**src/rtl/uart_tx_param.sv**
```systemverilog
// Parametrised UART transmitter: buffered valid/ready input, LSB-first frames with optional parity.
// Define UART_TX_FIFO_EN for a FIFO_DEPTH-word FIFO; otherwise a single holding register is used.
module uart_tx_param #(
  parameter int CLK_FREQ    = 6000000,
  parameter int BAUD_RATE   = 600000,
  parameter int DATA_BITS   = 8,
  parameter int PARITY_MODE = 1,
  parameter int STOP_BITS   = 1,
  parameter int FIFO_DEPTH  = 8
) (
  input  logic                          clk,
  input  logic                          reset_n,
  input  logic [DATA_BITS-1:0]          data_in,
  input  logic                          data_valid,
  output logic                          data_ready,
  output logic                          tx,
  output logic                          tx_busy,
  output logic [$clog2(FIFO_DEPTH):0]   fifo_level
);

  localparam int CLKS_PER_BIT = CLK_FREQ / BAUD_RATE;
  localparam int CNT_W        = (CLKS_PER_BIT > 2) ? $clog2(CLKS_PER_BIT) : 1;
  localparam int LVL_W        = $clog2(FIFO_DEPTH) + 1;

  typedef enum logic [2:0] {IDLE, START, DATA, PARITY, STOP} state_t;

  state_t                 state_reg, state_next;
  logic [CNT_W-1:0]       baud_cnt_reg, baud_cnt_next;
  logic [3:0]             bit_cnt_reg, bit_cnt_next;
  logic [DATA_BITS-1:0]   shift_reg, shift_next;
  logic                   parity_reg, parity_next;
  logic                   tx_reg, tx_next;
  logic                   busy_reg, busy_next;

  logic                   fifo_empty;
  logic                   fifo_full;
  logic [DATA_BITS-1:0]   head_word;
  logic                   push;
  logic                   pop;
  logic                   bit_done;
  logic                   last_data;
  logic                   last_stop;

  // Ready is forced low while reset is held, otherwise it follows the registered level.
  assign data_ready = reset_n && !fifo_full;
  assign push       = data_valid && data_ready;

`ifdef UART_TX_FIFO_EN
  localparam int PTR_W = $clog2(FIFO_DEPTH);

  logic [DATA_BITS-1:0] mem [FIFO_DEPTH];
  logic [PTR_W-1:0]     wr_ptr_reg;
  logic [PTR_W-1:0]     rd_ptr_reg;
  logic [LVL_W-1:0]     level_reg;

  always_ff @(posedge clk) begin
    if (push) begin
      mem[wr_ptr_reg] <= data_in;
    end
  end

  // Pointers wrap naturally because the depth is a power of two.
  always_ff @(posedge clk or negedge reset_n) begin
    if (!reset_n) begin
      wr_ptr_reg <= '0;
      rd_ptr_reg <= '0;
      level_reg  <= '0;
    end else begin
      if (push) wr_ptr_reg <= wr_ptr_reg + 1'b1;
      if (pop)  rd_ptr_reg <= rd_ptr_reg + 1'b1;
      case ({push, pop})
        2'b10:   level_reg <= level_reg + 1'b1;
        2'b01:   level_reg <= level_reg - 1'b1;
        default: level_reg <= level_reg;
      endcase
    end
  end

  assign head_word  = mem[rd_ptr_reg];
  assign fifo_empty = (level_reg == '0);
  assign fifo_full  = (level_reg == LVL_W'(FIFO_DEPTH));
  assign fifo_level = level_reg;
`else
  logic [DATA_BITS-1:0] hold_reg;
  logic                 hold_valid_reg;

  // Push needs an empty register and pop a full one, so they never coincide.
  always_ff @(posedge clk or negedge reset_n) begin
    if (!reset_n) begin
      hold_reg       <= '0;
      hold_valid_reg <= 1'b0;
    end else if (push) begin
      hold_reg       <= data_in;
      hold_valid_reg <= 1'b1;
    end else if (pop) begin
      hold_valid_reg <= 1'b0;
    end
  end

  assign head_word  = hold_reg;
  assign fifo_empty = !hold_valid_reg;
  assign fifo_full  = hold_valid_reg;
  assign fifo_level = LVL_W'(hold_valid_reg);
`endif

  assign bit_done  = (baud_cnt_reg == CNT_W'(CLKS_PER_BIT - 1));
  assign last_data = (bit_cnt_reg == 4'(DATA_BITS - 1));
  assign last_stop = (bit_cnt_reg == 4'(STOP_BITS - 1));
  assign pop       = !fifo_empty &&
                     ((state_reg == IDLE) || (state_reg == STOP && bit_done && last_stop));

  always_ff @(posedge clk or negedge reset_n) begin
    if (!reset_n) begin
      state_reg    <= IDLE;
      baud_cnt_reg <= '0;
      bit_cnt_reg  <= '0;
      shift_reg    <= '0;
      parity_reg   <= 1'b0;
      tx_reg       <= 1'b1;
      busy_reg     <= 1'b0;
    end else begin
      state_reg    <= state_next;
      baud_cnt_reg <= baud_cnt_next;
      bit_cnt_reg  <= bit_cnt_next;
      shift_reg    <= shift_next;
      parity_reg   <= parity_next;
      tx_reg       <= tx_next;
      busy_reg     <= busy_next;
    end
  end

  always_comb begin
    state_next = state_reg;
    case (state_reg)
      IDLE:   if (!fifo_empty) state_next = START;
      START:  if (bit_done) state_next = DATA;
      DATA:   if (bit_done && last_data) state_next = (PARITY_MODE != 0) ? PARITY : STOP;
      PARITY: if (bit_done) state_next = STOP;
      STOP:   if (bit_done && last_stop) state_next = fifo_empty ? IDLE : START;
      default: state_next = IDLE;
    endcase
  end

  always_comb begin
    baud_cnt_next = baud_cnt_reg + 1'b1;
    bit_cnt_next  = bit_cnt_reg;
    shift_next    = shift_reg;
    parity_next   = parity_reg;
    tx_next       = tx_reg;
    busy_next     = (state_next != IDLE);

    if (pop || bit_done || state_reg == IDLE) baud_cnt_next = '0;

    if (pop || state_next != state_reg) bit_cnt_next = '0;
    else if (bit_done)                  bit_cnt_next = bit_cnt_reg + 1'b1;

    if (pop) begin
      shift_next  = head_word;
      parity_next = (PARITY_MODE == 2) ? ~^head_word : ^head_word;
    end else if (state_reg == DATA && bit_done) begin
      shift_next = shift_reg >> 1;
    end

    // Line value for the next cycle; within DATA the bit after a shift is shift_reg[1].
    case (state_next)
      IDLE:   tx_next = 1'b1;
      START:  tx_next = 1'b0;
      DATA:   begin
        if (state_reg == START) tx_next = shift_reg[0];
        else if (bit_done)      tx_next = shift_reg[1];
      end
      PARITY: tx_next = parity_reg;
      STOP:   tx_next = 1'b1;
      default: tx_next = 1'b1;
    endcase
  end

  assign tx      = tx_reg;
  assign tx_busy = busy_reg;

endmodule

```
**config.mk**
```make
export PLATFORM = sky130hd
export DESIGN_NAME = uart_tx_param
export DESIGN_NICKNAME = d
export VERILOG_FILES = /design/src/rtl/uart_tx_param.sv
export SDC_FILE = /design/constraint.sdc
export NUM_CORES = 1
export LEC_CHECK = 0
export ABC_AREA = 1
export CAP_MARGIN = 20
export CORE_MARGIN = 2
export CORE_UTILIZATION = 30
export CTS_BUF_LIST = sky130_fd_sc_hd__clkbuf_4 sky130_fd_sc_hd__clkbuf_8
export CTS_CLUSTER_DIAMETER = 100
export DETAILED_ROUTE_END_ITERATION = 6
export PLACE_DENSITY = 0.61
export SLEW_MARGIN = 20
export SYNTH_ARGS = -nofsm -noshare
export SYNTH_HDL_FRONTEND = slang
export SYNTH_SLANG_ARGS = --single-unit
```
**constraint.sdc**
```tcl
create_clock -name clk -period 1.39 [get_ports clk]
set_input_delay 0.278 -clock clk [delete_from_list [all_inputs] [get_ports clk]]
set_output_delay 0.278 -clock clk [all_outputs]
set_load 0.05 [all_outputs]
```
Word level (Yosys, flattened, before mapping):

Cells that the tools add are included.

* flip-flop bits (word level): 31
* output and inout bits: 7
* word-level logic and storage cells: 59

* $add $sub $neg: 2
* muxes and demuxes: 17
* reductions and logical operators: 20
* equal/unequal tests: 11

Operators with widths (number)
* 8-bit 2-to-1 mux: 2
* 3-bit 2-to-1 mux: 5
* 3-bit one-hot mux with 5 select lines: 1
* 3-bit by 2-bit == test with 1-bit output, second input constant: 4
* 4-bit 2-to-1 mux: 3
* 4-bit by 1-bit adder with 4-bit output, second input constant: 2
* 1-bit logical AND: 8
* 8-bit XOR reduction: 1
* 3-bit by 1-bit == test with 1-bit output, second input constant: 2
* 2-bit nonzero test: 3
* 1-bit 2-to-1 mux: 5
* 4-bit by 3-bit == test with 1-bit output, second input constant: 1
* 4-bit == test, second input constant: 1
* 4-bit zero test: 1
* 1-bit logical OR: 4
* 3-bit == test, second input constant: 1
* 3-bit zero test: 1
* 3-bit inequality test: 1
* 3-bit inequality test, second input constant: 1
* 1-bit one-hot mux with 3 select lines: 1
* 3-bit nonzero test: 1
* 1-bit zero test: 1

Logic depth before layout (Yosys ltp):

* depth in word-level cells: 8
* mapped depth: 12
* depth with buffers taken out: 12

Least setup slack after synthesis:

No wires, ideal clock.

* kind: register to register
* from: reg hold_valid_reg (netlist: fifo_full)
* to: reg hold_reg[0] (netlist: head_word[0])
* library setup time: 125 ps
* setup slack: -605 ps
* cell stages (with the launch flop): 4
* data required time: 1265 ps
* data arrival time: 1871 ps
* cells stage by stage: dfrtp_1 nor2_1 nand2_1 mux2_2

* longest elaborated chain between the ends: 3

Ends and longest elaborated chain
* start: declaration: line 85 `logic hold_valid_reg;`
* start signal: assignment: line 91 `hold_valid_reg <= 1'b0;`
* start signal: assignment: line 94 `hold_valid_reg <= 1'b1;`
* start signal: assignment: line 96 `hold_valid_reg <= 1'b0;`
* 1-bit zero test
* 1-bit logical AND: line 45 `assign data_ready = reset_n && !fifo_full;`
* net data_ready: line 15 `output logic data_ready,`
* 1-bit logical AND: line 46 `assign push = data_valid && data_ready;`
* end signal: assignment: line 93 `hold_reg <= data_in;`
* end: declaration: line 84 `logic [DATA_BITS-1:0] hold_reg;`

The timed path passes the listed nets, and every way through them passes these cells.
A chain may end at the register's enable or synchronous reset.

Worst setup path in the final report:

* from: reg baud_cnt_reg[1]
* to: reg bit_cnt_reg[0]

* longest elaborated chain between the ends: 7

Ends and longest elaborated chain
* start: declaration: line 28 `logic [CNT_W-1:0] baud_cnt_reg, baud_cnt_next;`
* start signal: assignment: line 123 `baud_cnt_reg <= baud_cnt_next;`
* 4-bit == test *: line 106 `assign bit_done = (baud_cnt_reg == CNT_W'(CLKS_PER_BIT - 1));`
* 1-bit logical AND (on tied branches): line 139, 110, 137
* 3-bit 2-to-1 mux (tied with other cells): line 139 `STOP: if (bit_done && last_stop) state_next = fifo_empty ? IDLE : START;`
* 3-bit one-hot mux with 5 select lines / 1-bit logical OR (equally long branches): line 134, 110
* 3-bit inequality test / 1-bit logical AND (equally long branches): line 154, 109
* 1-bit logical OR: line 154 `if (pop || state_next != state_reg) bit_cnt_next = '0;`
* 4-bit 2-to-1 mux / 2-bit nonzero test (equally long branches)
* end signal: assignment: line 124 `bit_cnt_reg <= bit_cnt_next;`
* end: declaration: line 29 `logic [3:0] bit_cnt_reg, bit_cnt_next;`

Every way passes the cells marked *; elsewhere a longest branch is shown, timed or not.

==> flow_metrics.tcl <==
set metrics [dict create \
    post-dp-hpwl_mm 2.22 \
    overflow 0 \
    setup_slack_ps -129 \
    clkLatencyLatePin_ps 280 \
    antenna_found_initial 0 \
    finalCriticalPeriod_ps 1520 \
    place_congestion 0.751 \
    yosysTopAreaCellShare_pct 45.7 \
    busiest_layer "met2" \
    holdWs_ps 189 \
    final_nets 246 \
    path_buf_inv 2 \
    drt_iter0_markers 45 \
    fp.coreArea_um2 5200 \
    synthesis.area_um2 1640 \
    fmax_mhz 659 \
    ys_warn_count 0 \
    firstDrtPassIters 4 \
    synthCells 188 \
    r2r-end "bit_cnt_reg[0]$_DFFE_PN0P_" \
    cts_tree "done" \
    synth-seq-area-share_pct 47.3 \
    maxCapViolations 0 \
    io_buffer_count 14 \
    cts.reportedPaths.clkPinSlew_ps 60 \
    slew_viol_final 0 \
    n_antenna_cell 0 \
    rsz0062_at_grt "yes" \
    cts_inserted_buffers 5 \
    use_met1_pct 15.0 \
    wirelength_mm 3.09 \
    startpoint "baud_cnt_reg[1]$_DFF_PN0_" \
    ys_types 24 \
    drc 0 \
    cp_max_fo 4 \
    setup_tns_ps -1160 \
    grt.total_usage_pct 11.6 \
    io_pins 18 \
    worstPathCellList "inv_1, ha_2, nand2_2, nor2_4, nand2_2, nand2_2, nand3_4, buf_6, nand2_1, nor2_1, nand2_2, nor2_1" \
    fp.dieW_um 78 \
    multiInputGateArea_um2 778 \
    end_kind "flip-flop" \
    use_met3_pct 3.49 \
    power_mw 4.56 \
    die_h_um 78 \
    peakVddDrop_uv 994 \
    cts_buffer_depth 2 \
    hold_viol 0 \
    cp_slowest_stage_delay_ps 370 \
    grt_pass1_wl_mm 5.51 \
    drive_above_1_share_pct 31.2 \
    period_share_pct 109 \
    wire_per_inst_um 10.2 \
    std_cell_rows 26 \
    initial_core_util_pct 31.6 \
    cp.depth 12 \
    syn_area_per_cell_um2 8.74 \
    cp_slowest_cell "dfrtp_1" \
    vias_per_cell 4.29 \
    cts_hold_buf 0 \
    clock-sinks 31 \
    worstRegToRegCells 12 \
    critical_path.top_delay_family "simple AND/OR/NAND/NOR gates" \
    die-area_um2 6080 \
    cts_root_buffer "clkbuf_8" \
    finalSetupViolCount 16 \
    synth_area_leaders "dfrtp_1, nand2_1, mux2_2" \
    cp-start-kind "flip-flop" \
    fillers 522 \
    criticalPathCategory "flip-flop to flip-flop" \
    seq_area_um2 778 \
    crit_required_ps 1560 \
    skew_ps 5.43 \
    synth_area_leader_cell "dfrtp_1" \
    status "complete, but fails checks" \
    syn_to_final_growth_pct 34.4 \
    r2r-start "baud_cnt_reg[1]$_DFF_PN0_" \
    power_density_nw_per_um2 2070 \
    grt_use_met2_pct 17.9 \
    ant_nets 0 \
    grt_pass1_vias 1275 \
    grt_max_degree 32 \
    violations "setup timing" \
    arrival_ps 1680 \
    htreeDepth 2 \
    worstHoldPathType "input port to async pin" \
    cellLeakagePower_nw 1.08 \
    ys_seq_elements 31 \
    crit_path_frequent_cell "nand2_2" \
    vias 1292 \
    critPathCapture "bit_cnt_reg[0]$_DFFE_PN0P_" \
    r2r_slack_ps -130 \
]
==> cell usage after synthesis <==
master    instances
buf_4             4
nand3b_1          1
nor2_1           16
inv_2             3
xor2_1            6
conb_1            1
o21ai_0           9
inv_1            23
mux2_2            8
dfstp_2           1
buf_6             1
o21ai_1           3
nand3_1          12
ha_1              4
buf_2             1
a31oi_1           1
xnor2_1           7
dfrtp_1          30
nor3_1            1
nand4_1           3
nand3_2           4
nand2_1          44
nor2_4            2
nand2_2           3
==> how the worst min path moves through the flow <==
stage / start / end / cells after the start
2_1_floorplan: reset_n / baud_cnt_reg[0]$_DFF_PN0_ / 0
3_3_place_gp: parity_reg$_DFFE_PN0P_ / parity_reg$_DFFE_PN0P_ / 2
3_5_place_dp: parity_reg$_DFFE_PN0P_ / parity_reg$_DFFE_PN0P_ / 2
4_1_cts: reset_n / head_word[6]$_DFFE_PN0P_ / 2
5_1_grt: reset_n / head_word[4]$_DFFE_PN0P_ / 2
6_report: reset_n / head_word[5]$_DFFE_PN0P_ / 2
==> power breakdown <==
| group | switching [mW] | internal, mW | leakage (nW) | total (mW) |
|---|---|---|---|---|
| Sequential | 0.299 | 1.30 | 0.370 | 1.59 |
| Clock | 0.320 | 0.388 | 0.0470 | 0.707 |
| Combinational | 1.17 | 1.09 | 0.662 | 2.26 |
==> layer usage <==
metal,routed length (µm),up-vias,part of all wire [%]
met5,0,-,0
met4,39,0,1.3
met3,98,6,3.2
met2,1440,16,47
met1,1500,601,49
li1,-,669,-
==> cells in the final DEF, fill, tap and decap left out, types with 4 or more instances in the layout <==
master / n
buf_12: 4
xnor2_1: 7
nand2_2: 7
xor2_1: 6
buf_4: 23
nor2_1: 13
o21ai_0: 6
clkbuf_8: 6
clkdlybuf4s50_1: 9
inv_1: 22
inv_2: 4
nand3_1: 11
dfrtp_1: 29
mux2_2: 8
nand2_1: 40
nand3_2: 4
==> worst reg2reg max path: stages, from the launching register on <==
cell	delay, ps
dfrtp_1	370
inv_1	60
ha_2	180
nand2_2	70
nor2_4	110
nand2_2	70
nand2_2	80
nand3_4	90
buf_6	140
nand2_1	50
nor2_1	50
nand2_2	100
nor2_1	50
==> metrics by stage <==
step           instances  setup slack [ps]  instance area [µm²]  util, %
2_1_floorplan        190              -132                 1660        -
3_3_place_gp         292              -178                 2060     39.6
3_5_place_dp         292              -178                 2060     39.6
4_1_cts              301              -124                 2200     42.2
5_1_grt              301              -264                 2210     42.4
6_report             301              -129                 2210     42.4
==> layout make-up <==
class | count | area share [%]
Clock buffer | 6 | 3.74
Sequential cell | 31 | 35.2
Multi-Input combinational cell | 127 | 35.2
Clock inverter | 1 | 0.227
Timing Repair Buffer | 40 | 17.2
Inverter | 26 | 4.42
Tap cell | 70 | 3.97
==> cell families (layout without fill, tap and decap cells) <==
family / after synthesis / after routing / synth area share [%]
multiplexers: 8 / 8 / 5.48
adder cells (fa/ha/maj): 4 / 4 / 3.05
AO/OA/AOI/OAI: 13 / 13 / 4.04
flip-flops: 31 / 31 / 47.3
other: 1 / 3 / 0.228
AND/OR/NAND/NOR: 86 / 86 / 24.2
XOR/XNOR: 13 / 13 / 6.93
buffers and inverters: 32 / 73 / 8.76
==> timing repair <==
item | 4_1_cts | 5_1_grt
setup buffers | 1 | 0
gates resized for setup | 15 | 4
endpoints found under the setup margin | 17 | 19
pin swaps | 2 | 2
gates cloned | 1 | 0
No activity file was read; power rests on OpenSTA's default activity.
==> patch, RTL diff (same flow settings) <==
Encoding of `state_t`: now one-hot (5 bits for 5 states).
--- a/src/rtl/uart_tx_param.sv
+++ b/src/rtl/uart_tx_param.sv
@@ -22,7 +22,7 @@
   localparam int CNT_W        = (CLKS_PER_BIT > 2) ? $clog2(CLKS_PER_BIT) : 1;
   localparam int LVL_W        = $clog2(FIFO_DEPTH) + 1;
 
-  typedef enum logic [2:0] {IDLE, START, DATA, PARITY, STOP} state_t;
+  typedef enum logic [4:0] {IDLE = 5'b00001, START = 5'b00010, DATA = 5'b00100, PARITY = 5'b01000, STOP = 5'b10000} state_t;
 
   state_t                 state_reg, state_next;
   logic [CNT_W-1:0]       baud_cnt_reg, baud_cnt_next;
Behaviour: same outputs for any inputs over 10 cycles, from zero or initial values and one cycle with reset_n low; not proved beyond that.
==> patch against the original RTL <==
- worst setup slack worse by 0.090 ns
- sequential cell count grew 2
- cell area is 23% higher
- non-clock buffer count is 15 higher
- routed wire length rose by 34%
- worst hold slack improved by 0.0028 ns
- area after synthesis up 9.1%
- global-route usage rose by 2.1 points
- sequential share of layout area fell by 4.6 points
- highest routed layer unchanged
- core utilization grew 3.9 points
- the flow still finishes with violations (setup timing)
- fmax is 5.6% lower
Power is not compared: it rests on default switching activity, and its combinational part moved more than twofold at a synthesized area within 25%.
==> patch: results (changes against the original RTL) <==
* Clk Latency, worst-skew pair at slightly below 0.3 ns
* Initial DRC Count at 59 (+31%)
* Dpl hpwl at 2770 um (+25%)
* H-tree depth at 2 (unchanged)
* Multi-input combinational cell area at 1060 sq um (+36%)
* Buffer depth of the longest clock path at 2 (unchanged)
* Clock buf/inv share at 3.18% (-0.78 points)
* Final setup skew at 0.00513 ns (-0.000295 ns)
* Layout area overhead at 51.2%
* Yosys Warn Count at 0 (unchanged)
* CP peak stage delay at 0.57 ns (+0.20 ns)
* Final setup violation count at 16 (unchanged)
* #MultiIn Comb at 139 (+9.4%)
* Critical R2R Capture: bit_cnt_reg[1]
* Mapped Avg Cell Area at 8.88 sq um (+1.6%)
* Vias in the first global route at 1480 (+16%)
* Nets at 274 (+11%)
* Final Wtd Congestion at 0.869 (+16%)
* Critical Path RT at 1.57 ns
* Sequential-to-total area share from yosys stat at 46.2% (-1.1 points)
* Status: complete, but fails checks
* Clock-pin slew on the worst setup and hold paths at ~0.07 ns
* Total number of sequential cells at 33 (+6.5%)
* CTS root buf: clkbuf_8
* Synth top cells by count: dfrtp_1 (31), nor2_1 (27), nand2_1 (26), inv_1 (23), o21ai_0 (21)
* Cell area after placement at 2340 sq um (+13%)
* Fill count at 556 (+6.5%)
* Min-delay worst type: primary input to asynchronous set/reset pin
* Initial antenna violation count at 0 (unchanged)
* Leakage at roughly 1.3 nW
* First-pass GRT wire length at 6850 um (+24%)
* Num CTS Buffers at 5 (unchanged)
* Synth cell types at 31 (+29%)
* Setup ws final at -0.219 ns (-0.0905 ns)
* Sequential standard cell area at 830 sq um (+6.6%)
* Count of non-CTS inverters in the layout at 25 (-3.8%)
* Critical-path top delay cell: dfstp_2
* Via/cell ratio at 4.45 (+3.6%)
* Maximum vdd drop at roughly 860 uV
* Antenna Nets Post-Route at 0 (unchanged)
* Non-clock buffer share at 20.1% (+2.9 points)
* R2R depth at 11 (-1)
* All-layer global routing usage at 13.7% (+2.1 points)
* Violated checks: setup timing
* Maximum fanout along the worst path at 6 (+2)
* Fraction of layout cells with a size suffix above 1 at 50.4% (+19 points)
* # port buffers at 14 (unchanged)
* RR Startpoint: state_reg[0]
* Pin count of the biggest net entering global routing at 34 (+6.3%)
* Signal buffers at 55 (+38%)
* Top post-synthesis cells by area: dfrtp_1 (43%), o21ai_0 (5.9%), nor2_1 (5.7%)
* DR pass1 iterations at 4 (unchanged)
* Wire per inst at 12.3 um (+20%)
* Sum Neg Setup Slack at -2.53 ns (-1.38 ns)
## patch: cell types whose count changed after synthesis, moves of 2 or more
cell	before	now
nand2_4	0	2
a21oi_1	0	3
nor2_1	16	27
o21ai_1	3	5
nor2_2	0	6
nand3_2	4	1
o21ai_0	9	21
nand3_1	12	7
nand2_1	44	26
mux2_2	8	6
## patch: cell families (layout without fill, tap and decap cells)
| logic type | after synthesis | after routing | share of synthesized area [%] |
|---|---|---|---|
| DFF | 33 | 33 | 46.2 |
| xor gates and xnor gates | 12 | 12 | 5.86 |
| and+or+nand+nor | 80 | 80 | 22.6 |
| other | 1 | 3 | 0.209 |
| muxes | 6 | 6 | 3.77 |
| buffers and inverters | 32 | 88 | 8.44 |
| AOI/OAI and AO/OA | 34 | 34 | 10.1 |
| adders and majority gates | 4 | 4 | 2.79 |
## patch: metrics by stage
stage | instances | utilization (%) | total power, W | worst slack [ns] | hold slack, ns
final | 335 | 46.3 | 0.00253 | -0.219 | 0.191
after floorplan | 204 | - | 0.00163 | -0.0618 | -0.0176
after global routing | 335 | 46.3 | 0.00270 | -0.354 | 0.240
after global placement | 318 | 39.9 | 0.00176 | -0.173 | 0.495
after CTS | 329 | 43.3 | 0.00254 | -0.154 | 0.211
after detailed placement | 318 | 39.9 | 0.00178 | -0.192 | 0.501
## patch: repair_timing
action / 4_1_cts / 5_1_grt
buffers inserted: 4 / 5
cloned: 0 / 1
hold buffers: 0 / 0
gates resized for setup: 26 / 37
setup endpoints to repair: 18 / 19
pin swaps: 8 / 20
## patch: report_power, final
part	switching, W	leakage (nW)	total, W	internal [W]
combinational	0.000274	0.834	0.000600	0.000326
clock	0.000378	0.0439	0.000723	0.000346
sequential	0.000125	0.387	0.00121	0.00108
## patch: metal layers
| metal | share of wire [%] | GRT usage, % |
|---|---|---|
| met4 | 0.39 | 3.22 |
| met3 | 3.4 | 4.00 |
| met1 | 44 | 17.1 |
| met2 | 52 | 23.2 |
| met5 | 0 | 0 |
## patch: how the worst max path moves through the flow
stage	start	to	depth (start not counted)
after floorplan	baud_cnt_reg[1]	bit_cnt_reg[2]	11
after global placement	baud_cnt_reg[1]	bit_cnt_reg[1]	11
after detailed placement	reset_n	head_word[6]	5
after CTS	state_reg[0]	bit_cnt_reg[3]	12
after global routing	state_reg[0]	bit_cnt_reg[2]	12
final	state_reg[0]	bit_cnt_reg[1]	11
## patch: worst reg2reg max path: cells and delay by family (launching register included)
| family | cells | cell delay (ns) |
|---|---|---|
| buffers and inverters | 3 | 0.34 |
| DFF | 1 | 0.57 |
| and+or+nand+nor | 8 | 0.61 |
